==> src/rtl/cpu_types_pkg.sv <==
// Shared CPU-side types: the datapath word and the cache controller state encoding.
package cpu_types_pkg;

  typedef logic [31:0] word_t;

  typedef enum logic [1:0] {
    IDLE = 2'd0,
    WB   = 2'd1,
    FILL = 2'd2
  } cache_state_t;

endpackage

==> src/rtl/nway_access_logic_lru_select.sv <==
// Per-set LRU bookkeeping: age update on hit/fill and victim choice (lowest invalid, else oldest).
module lru_select #(
  parameter  int WAYS = 2,
  localparam int AGEW = $clog2(WAYS)
) (
  input  logic [WAYS-1:0][AGEW-1:0] age_i,
  input  logic [WAYS-1:0]           valid_i,
  input  logic                      hit_en_i,
  input  logic [AGEW-1:0]           hit_way_i,
  input  logic                      fill_en_i,
  input  logic [AGEW-1:0]           fill_way_i,
  output logic [WAYS-1:0][AGEW-1:0] age_o,
  output logic [AGEW-1:0]           victim_o
);

  logic [AGEW-1:0] hit_age;
  logic [AGEW-1:0] max_age;
  logic            found_inv;

  // A freshly filled way is parked at the oldest age; the re-presented hit
  // that follows promotes it and ages everyone else, keeping a permutation.
  always_comb begin
    hit_age = age_i[hit_way_i];
    age_o   = age_i;
    if (hit_en_i) begin
      for (int w = 0; w < WAYS; w++) begin
        if (w[AGEW-1:0] == hit_way_i) begin
          age_o[w] = '0;
        end else if (age_i[w] < hit_age) begin
          age_o[w] = age_i[w] + AGEW'(1);
        end
      end
    end else if (fill_en_i) begin
      age_o[fill_way_i] = '1;
    end
  end

  always_comb begin
    found_inv = 1'b0;
    victim_o  = '0;
    max_age   = age_i[0];
    for (int w = 0; w < WAYS; w++) begin
      if (!valid_i[w] && !found_inv) begin
        found_inv = 1'b1;
        victim_o  = w[AGEW-1:0];
      end
    end
    if (!found_inv) begin
      for (int w = 1; w < WAYS; w++) begin
        if (age_i[w] > max_age) begin
          max_age  = age_i[w];
          victim_o = w[AGEW-1:0];
        end
      end
    end
  end

endmodule

==> src/rtl/nway_access_logic.sv <==
// N-way set-associative write-back data cache controller (IDLE / WB / FILL).
// Define ACCESS_LOGIC_STATS_EN to add saturating hit_count / miss_count outputs.
module nway_access_logic
  import cpu_types_pkg::*;
#(
  parameter int WAYS     = 2,
  parameter int SETS     = 8,
  parameter int BLKWORDS = 2
) (
  input  logic  CLK,
  input  logic  nRST,
  input  logic  dmemREN,
  input  logic  dmemWEN,
  input  word_t dmemaddr,
  input  word_t dmemstore,
  output logic  dhit,
  output word_t dmemload,
  output logic  dREN,
  output logic  dWEN,
  output word_t daddr,
  output word_t dstore,
  input  logic  dwait,
  input  word_t dload
`ifdef ACCESS_LOGIC_STATS_EN
  ,
  output word_t hit_count,
  output word_t miss_count
`endif
);

  localparam int AGEW = $clog2(WAYS);
  localparam int OFFW = $clog2(BLKWORDS);
  localparam int IDXW = $clog2(SETS);
  localparam int TAGW = 30 - OFFW - IDXW;
  localparam logic [OFFW-1:0] LAST_WORD = OFFW'(BLKWORDS - 1);

  logic [TAGW-1:0] req_tag;
  logic [IDXW-1:0] req_idx;
  logic [OFFW-1:0] req_off;
  logic            addr_unused;
  logic            req;

  assign req_tag     = dmemaddr[31 -: TAGW];
  assign req_idx     = dmemaddr[2+OFFW +: IDXW];
  assign req_off     = dmemaddr[2 +: OFFW];
  assign addr_unused = ^dmemaddr[1:0];
  assign req         = dmemREN | dmemWEN;

  cache_state_t    state_q, state_d;
  logic [OFFW-1:0] word_q, word_d;
  logic [AGEW-1:0] victim_q, victim_d;
  logic [TAGW-1:0] fill_tag_q, fill_tag_d;
  logic [IDXW-1:0] fill_idx_q, fill_idx_d;

  logic [WAYS-1:0]           valid_q [SETS];
  logic [WAYS-1:0]           valid_d [SETS];
  logic [WAYS-1:0]           dirty_q [SETS];
  logic [WAYS-1:0]           dirty_d [SETS];
  logic [WAYS-1:0][AGEW-1:0] age_q   [SETS];
  logic [WAYS-1:0][AGEW-1:0] age_d   [SETS];
  logic [TAGW-1:0]           tag_q   [SETS][WAYS];
  logic [TAGW-1:0]           tag_d   [SETS][WAYS];
  word_t                     data_q  [SETS][WAYS][BLKWORDS];
  word_t                     data_d  [SETS][WAYS][BLKWORDS];

  logic                      hit_any;
  logic [AGEW-1:0]           hit_way;
  logic                      miss_idle;
  logic                      fill_done;
  logic [IDXW-1:0]           lru_idx;
  logic [WAYS-1:0][AGEW-1:0] lru_age;
  logic [AGEW-1:0]           lru_victim;

  always_comb begin
    hit_any = 1'b0;
    hit_way = '0;
    for (int w = 0; w < WAYS; w++) begin
      if (valid_q[req_idx][w] && (tag_q[req_idx][w] == req_tag)) begin
        hit_any = 1'b1;
        hit_way = w[AGEW-1:0];
      end
    end
  end

  assign dhit      = (state_q == IDLE) && req && hit_any;
  assign miss_idle = (state_q == IDLE) && req && !hit_any;
  assign fill_done = (state_q == FILL) && !dwait && (word_q == LAST_WORD);
  assign lru_idx   = (state_q == IDLE) ? req_idx : fill_idx_q;

  lru_select #(.WAYS(WAYS)) u_lru (
    .age_i      (age_q[lru_idx]),
    .valid_i    (valid_q[lru_idx]),
    .hit_en_i   (dhit),
    .hit_way_i  (hit_way),
    .fill_en_i  (fill_done),
    .fill_way_i (victim_q),
    .age_o      (lru_age),
    .victim_o   (lru_victim)
  );

  always_comb begin
    state_d    = state_q;
    word_d     = word_q;
    victim_d   = victim_q;
    fill_tag_d = fill_tag_q;
    fill_idx_d = fill_idx_q;
    valid_d    = valid_q;
    dirty_d    = dirty_q;
    age_d      = age_q;
    tag_d      = tag_q;
    data_d     = data_q;
    dREN       = 1'b0;
    dWEN       = 1'b0;
    daddr      = '0;
    dstore     = '0;
    dmemload   = dhit ? data_q[req_idx][hit_way][req_off] : '0;

    age_d[lru_idx] = lru_age;

    case (state_q)
      IDLE: begin
        if (dhit) begin
          if (dmemWEN) begin
            data_d[req_idx][hit_way][req_off] = dmemstore;
            dirty_d[req_idx][hit_way]         = 1'b1;
          end
        end else if (req) begin
          victim_d   = lru_victim;
          fill_tag_d = req_tag;
          fill_idx_d = req_idx;
          word_d     = '0;
          state_d    = (valid_q[req_idx][lru_victim] && dirty_q[req_idx][lru_victim]) ? WB : FILL;
        end
      end
      WB: begin
        dWEN   = 1'b1;
        daddr  = {tag_q[fill_idx_q][victim_q], fill_idx_q, word_q, 2'b00};
        dstore = data_q[fill_idx_q][victim_q][word_q];
        if (!dwait) begin
          word_d = word_q + OFFW'(1);
          if (word_q == LAST_WORD) begin
            dirty_d[fill_idx_q][victim_q] = 1'b0;
            word_d  = '0;
            state_d = FILL;
          end
        end
      end
      FILL: begin
        dREN  = 1'b1;
        daddr = {fill_tag_q, fill_idx_q, word_q, 2'b00};
        if (!dwait) begin
          data_d[fill_idx_q][victim_q][word_q] = dload;
          word_d = word_q + OFFW'(1);
          if (word_q == LAST_WORD) begin
            valid_d[fill_idx_q][victim_q] = 1'b1;
            dirty_d[fill_idx_q][victim_q] = 1'b0;
            tag_d[fill_idx_q][victim_q]   = fill_tag_q;
            word_d  = '0;
            state_d = IDLE;
          end
        end
      end
      default: state_d = IDLE;
    endcase
  end

  always_ff @(posedge CLK or negedge nRST) begin
    if (!nRST) begin
      state_q    <= IDLE;
      word_q     <= '0;
      victim_q   <= '0;
      fill_tag_q <= '0;
      fill_idx_q <= '0;
      valid_q    <= '{default: '0};
      dirty_q    <= '{default: '0};
      age_q      <= '{default: '0};
      tag_q      <= '{default: '0};
      data_q     <= '{default: '0};
    end else begin
      state_q    <= state_d;
      word_q     <= word_d;
      victim_q   <= victim_d;
      fill_tag_q <= fill_tag_d;
      fill_idx_q <= fill_idx_d;
      valid_q    <= valid_d;
      dirty_q    <= dirty_d;
      age_q      <= age_d;
      tag_q      <= tag_d;
      data_q     <= data_d;
    end
  end

`ifdef ACCESS_LOGIC_STATS_EN
  word_t hit_cnt_q, hit_cnt_d;
  word_t miss_cnt_q, miss_cnt_d;

  always_comb begin
    hit_cnt_d  = hit_cnt_q;
    miss_cnt_d = miss_cnt_q;
    if (dhit && (hit_cnt_q != '1)) hit_cnt_d = hit_cnt_q + 32'd1;
    if (miss_idle && (miss_cnt_q != '1)) miss_cnt_d = miss_cnt_q + 32'd1;
  end

  always_ff @(posedge CLK or negedge nRST) begin
    if (!nRST) begin
      hit_cnt_q  <= '0;
      miss_cnt_q <= '0;
    end else begin
      hit_cnt_q  <= hit_cnt_d;
      miss_cnt_q <= miss_cnt_d;
    end
  end

  assign hit_count  = hit_cnt_q;
  assign miss_count = miss_cnt_q;
`else
  logic miss_unused;
  assign miss_unused = miss_idle;
`endif

endmodule
==> config.mk <==
export PLATFORM = sky130hd
export DESIGN_NAME = nway_access_logic
export DESIGN_NICKNAME = d
export VERILOG_FILES = /design/src/rtl/cpu_types_pkg.sv /design/src/rtl/nway_access_logic_lru_select.sv /design/src/rtl/nway_access_logic.sv
export SDC_FILE = /design/constraint.sdc
export NUM_CORES = 2
export LEC_CHECK = 0
export BUFFER_PORTS_ARGS = -buffer_cell sky130_fd_sc_hd__buf_2
export CAP_MARGIN = 10
export CORE_MARGIN = 2
export CORE_UTILIZATION = 25
export CTS_CLUSTER_DIAMETER = 80
export DETAILED_ROUTE_END_ITERATION = 6
export PLACE_DENSITY = 0.42
export RECOVER_POWER = 50
export SLEW_MARGIN = 40
export SYNTH_ARGS = -nofsm -noshare
export SYNTH_HDL_FRONTEND = slang
export SYNTH_SLANG_ARGS = --single-unit
==> constraint.sdc <==
create_clock -name CLK -period 5.6 [get_ports CLK]
set_input_delay 0.56 -clock CLK [delete_from_list [all_inputs] [get_ports CLK]]
set_output_delay 0.56 -clock CLK [all_outputs]
set_load 0.005 [all_outputs]
Word level (Yosys, flattened, before mapping)
Index checks and enable logic that the tools add are counted.

word-level totals
  flip-flop bits (word level) = 1521
  latch bits = 0
  RAM bits = 0
  bits in read-only memories = 0
  input bits = 101
  output and inout bits = 99
  logic and storage cells = 285
  memories kept = 0

operators by class
  add/sub/neg operators = 3
  multipliers = 0
  div/mod/pow operators = 0
  order comparisons = 22
  eq/ne operators = 14
  shift operators = 0
  muxes and demuxes = 117
  bitwise operators = 15
  reductions and logical operators = 29

operators by type and width
  operator          count
  $mux W1024        3
  $bwmux W1024      2
  $pmux W1024 S2    1
  $bmux W128 S3     2
  $demux W128 S3    2
  $mux W128         6
  $mux W64          8
  $bwmux W416       1
  $mux W32          10
  $bmux W52 S3      2
  $mux W52          5
  $demux W52 S3     1
  $demux W64 S1     2
  $mux W26          4
  $demux W32 S1     2
  $mux W16          4
  $pmux W32 S2      1
  $eq A26 B26 Y1    2
  $mux W2           20
  $or A16 B16 Y16   2
  $pmux W16 S2      1
  $demux W26 S1     1
  $mux W1           26
  $bmux W2 S3       4
  other kinds (35)  88

Depth between registers and ports, before layout
  word-level depth = 18
  depth in mapped cells = 18
  gate-level depth less buffers = 11

By module
From an unflattened synthesis, not the netlist that was laid out.

unflattened totals
  cell total of the unflattened synthesis = 8030
  area total of the unflattened synthesis = 87856.8 um^2

modules (own cells, without submodules)
  module             times used  cells each  area an instance (um^2)  seq. area each (um^2)
  nway_access_logic  1           8021        87798.0                  38061.5
  lru_select         1           9           58.8                     0.0

Least setup slack after synthesis
No wires, ideal clock.

  path type = input -> output
  start point = input port dmemaddr[4]
  end point = output port dmemload[20]
  arrival = 4085 ps
  required time = 5040 ps
  path slack = 955 ps
  stages = 13
  buffers on the path = 5
  cells stage by stage = buf_2 > buf_1 > buf_1 > mux4_2 > mux2i_1 > xor2_1 > nor3b_1 > nand4b_1 > nor4_4 > buf_2 > buf_2 > mux4_2 > nor2b_1

between the ends
  longest elaborated chain between the ends = 15
  elaborated cells between the ends (all ways) = 26
  those cells by class = eq/ne (2); mux (19); bitwise (2); reduce/logical (3)

RTL lines
  item                                          line                                               RTL
  start, declared                               nway_access_logic.sv:14                            input word_t dmemaddr,
  $not A3 Y4 (implied by the code) (*)          nway_access_logic.sv:78, nway_access_logic.sv:116
  $bmux W52 S3                                  nway_access_logic.sv:78                            if (valid_q[req_idx][w] && (tag_q[req_idx][w] == req_tag)) begin
  $mux W52 (implied by the code) (2 in series)  nway_access_logic.sv:78
  $eq A26 B26 Y1                                nway_access_logic.sv:78
  $logic_and A1 B1 Y1                           nway_access_logic.sv:78
  $mux W1                                       nway_access_logic.sv:78
  $not A1 Y2 (implied by the code)              nway_access_logic.sv:116                           dmemload = dhit ? data_q[req_idx][hit_way][req_off] : '0;
  $mux W64 (implied by the code) (3 in series)  nway_access_logic.sv:116
  $mux W32 (implied by the code) (3 in series)  nway_access_logic.sv:116
  $mux W32 (*)                                  nway_access_logic.sv:116
  end, declared                                 nway_access_logic.sv:17                            output word_t dmemload,

Every way passes the cells marked *; elsewhere a longest branch is shown, timed or not. The select of a mux whose other input is x is not followed.

Final worst setup path
  start point = register state_q[0]
  end point = output port daddr[2]

between the ends
  longest elaborated chain between the ends = 2
  elaborated cells between the ends (all ways) = 3
  those cells by class = eq/ne (2); mux (1)

RTL lines
  item                                          line                      RTL
  start, declared                               nway_access_logic.sv:49   cache_state_t state_q, state_d;
  start signal, assigned                        nway_access_logic.sv:180  state_q <= state_d;
  $eq A2 B2 Y1 or $eq A2 B1 Y1 (tied branches)  nway_access_logic.sv:120  case (state_q)
  $pmux W32 S2 (*)                              nway_access_logic.sv:120
  end, declared                                 nway_access_logic.sv:20   output word_t daddr,

Every way passes the cells marked *; elsewhere a longest branch is shown, timed or not.

==> results.json <==
{
  "yosys.area.top_type": "dfrtp_1",
  "ant_nets": 0,
  "start_util_pct": 25.2,
  "synthCells": 7789,
  "antenna_found_initial": 50,
  "switching_power_mw": 18.5,
  "dieArea_mm2": 0.354,
  "multi_input_area_mm2": 0.0460,
  "num_io_pins": 200,
  "place_congestion": 0.878,
  "ys_top_cells_by_count": "dfrtp_1, o22ai_1, mux2_2",
  "grt.overflow.total": 0,
  "nFillCells": 35400,
  "start_kind": "register",
  "synthDistinctLibCells": 81,
  "fin_hold_ws_ns": 0.0346,
  "totalNegativeSetupSlack_ns": -0.0479,
  "crit_required_ns": 5.04,
  "synth_seq_area_share_pct": 43.6,
  "grt_max_degree": 148,
  "maxCapViolCount": 14,
  "die_x_um": 595,
  "dp_slack_ns": -0.366,
  "synth.area.top_cells": "dfrtp_1, mux2_2, o22ai_1",
  "status": "finished with violations",
  "synth.most_common_cell": "dfrtp_1",
  "synth_top_area_share_pct": 43.6,
  "core-area_mm2": 0.347,
  "timing.rr.start": "state_q[0]",
  "cts_root_buffer": "clkbuf_16",
  "p_seq_share_pct": 34.6,
  "synth_flop_cell": "dfrtp_1",
  "viasPerCell": 6.50,
  "p_leak_nw": 44.8,
  "power.density_mw_per_mm2": 428,
  "syn_area_per_cell_um2": 11.2,
  "worst_slew_pin_slew_ns": 3.10,
  "min_from": "dmemaddr[30]",
  "async_flop_share_pct": 100,
  "grt_usage_pct": 27.5,
  "ys_ff_latch": 1521,
  "crit_slowest_cell": "ha_1",
  "fin_crit_ns": 5.65,
  "p_comb_share_pct": 36.6,
  "clk_pin_slew_ns": 0.06,
  "p_sw_share_pct": 42.0,
  "drv_slew": 844,
  "die_h_um": 595,
  "relSlewSlack_pct": -107,
  "finalHoldViolations": 0,
  "setup_slack_ns": -0.0479,
  "dr.pass1.iters": 7,
  "drive_above_1_share_pct": 36.2,
  "hold_path_class": "in -> reg",
  "synthToLayoutAreaGrowth_pct": 18.4,
  "fin_util_pct": 29.8,
  "drt_iter0_markers": 10800,
  "htreeDepth": 4,
  "clock_sinks": 1521,
  "hpwl_mm": 292,
  "grt_setup_unrepaired": "false",
  "finalCritPeriodShare_pct": 101,
  "clock_skew_ns": 0.0880,
  "cts.path.max_buffers": 4,
  "place.port_buffers": 195,
  "p_clk_share_pct": 28.8,
  "max_freq_mhz": 177,
  "ir_drop_mv": 0.324,
  "routed-via-count": 81300,
  "path_max_fanout": 20,
  "routedWlPerCell_um": 40.5,
  "grt_pass1_wl_mm": 688,
  "grt_pass1_vias": 79600,
  "cts_made_buffers": 187,
  "crit_arrival_ns": 5.09,
  "setup_viol": 1,
  "cpPeakStageDelay_ns": 1.84,
  "critical_path_class": "reg -> out",
  "syn_area_mm2": 0.0872,
  "p_int_mw": 25.6,
  "ys_warn_count": 0,
  "nNetsFinal": 7868,
  "wl_mm": 507,
  "worstPathCellList": "inv_1, ha_1, inv_2, a21oi_1, and2_1, buf_2",
  "insertion_delay_ns": 0.92,
  "placementRows": 216,
  "cts_tree": "built",
  "startpoint": "state_q[0]",
  "violations": "design-rule violations, max-capacitance violations, max-slew violations, negative setup slack",
  "drc": 5,
  "end_kind": "primary output",
  "synth_edf_count": 0,
  "regArea_mm2": 0.0381
}
final timing paths:
path	depth (start not counted)	endpoint	slack, ns
setup / recovery	6	daddr[2]	-0.05
hold / removal	2	fill_tag_q[24]	0.03
setup reg to reg	8	tag_q[402]	0.17
hold reg to reg	2	age_q[11]	0.49
max in group asynchronous	5	data_q[765]	0.39
min in group asynchronous	2	tag_q[406]	0.90
repair_timing:
item / in CTS / in global routing
endpoints found under the hold margin: 93 / 0
hold buffers: 17 / 0
resized for setup: 7 / 4
endpoints found under the setup margin: 17 / 9
buffers inserted: 2 / 2
pin swaps: 0 / 3
final cells by class:
cell class                 count  area share (%)
multi-input combinational   5290            44.5
sequential                  1521            36.9
timing repair buffer         726            6.99
tap                         4578            5.55
clock buffer                 276            5.29
clock inverter                44           0.590
inverter                      38           0.141
antenna                       29          0.0703
metal layers:
layer | up-vias | share of wire, % | global-route usage [%] | routed length (um)
met4 | 26 | 7.0 | 16.5 | 35400
met1 | 42500 | 40 | 36.2 | 203000
met5 | - | 0.034 | 0 | 171
met3 | 1688 | 11 | 7.48 | 56500
met2 | 6202 | 42 | 40.1 | 212000
li1 | 30800 | - | - | -
power groups by stage:
stage | Sequential [mW] | Clock [mW] | Combinational, mW
after global placement | 15.3 | 0 | 15.4
after CTS | 15.2 | 12.8 | 15.6
final | 15.3 | 12.7 | 16.2
after detailed placement | 15.4 | 0 | 15.6
after floorplan | 14.3 | 0 | 8.70
after global routing | 15.5 | 13.2 | 16.4
layout by cell type, fill, tap and decap left out, types with 42 or more instances in the layout:
cell	synthesis	layout
dfrtp_1	1521	1516
o22ai_1	1401	1398
mux2_2	1378	1378
a22oi_1	392	392
buf_4	12	310
nand2_1	274	215
mux2_4	210	210
buf_2	124	191
clkbuf_16	0	190
buf_12	0	165
nor2_1	173	157
mux2i_1	154	152
a221oi_1	130	130
mux4_2	123	123
a22o_1	120	120
nand4_1	104	104
a21oi_1	97	97
o21ai_0	96	96
o221ai_1	63	63
clkbuf_1	684	55
nor3_1	48	43
o211ai_1	43	43
clkbuf_8	0	42
state kept, by name, summed over array words and instances, names as in the netlist:
signal and cells:
age_q 16, fill_tag_q 26, tag_q 416, victim_q 1
state_q 2, valid_q 16, data_q 1024, dirty_q 16
fill_idx_q 3, word_q 1
cell families (layout without fill, tap and decap cells):
| family | Yosys count | count (layout) | share of synthesized area [%] |
|---|---|---|---|
| muxes | 1865 | 1865 | 26.3 |
| buffers and inverters | 979 | 1084 | 4.69 |
| and+or+nand+nor | 803 | 803 | 4.50 |
| DFF | 1521 | 1521 | 43.6 |
| other | 1 | 31 | 0.00430 |
| AOI/OAI and AO/OA | 2579 | 2579 | 20.4 |
| xor gates and xnor gates | 38 | 38 | 0.382 |
| adders and majority gates | 3 | 3 | 0.0430 |
worst max-delay path: cells and delay by family (launching register included):
family	cells	cell delay (ns)
fa+ha+maj	1	1.84
buf+inv	3	0.80
flops	1	0.38
simple gates	1	0.40
compound gates	1	0.82
per-stage QoR:
stage	power, mW	instance area (um^2)	std cells
finish	44.2	103000	12500
global route	45.2	103000	12500
CTS	43.6	103000	12500
detailed placement	31.0	96900	12100
global placement	30.7	96700	12100
floorplan	23.0	87200	7790
Note: power is estimated with default switching activity, not from simulation.
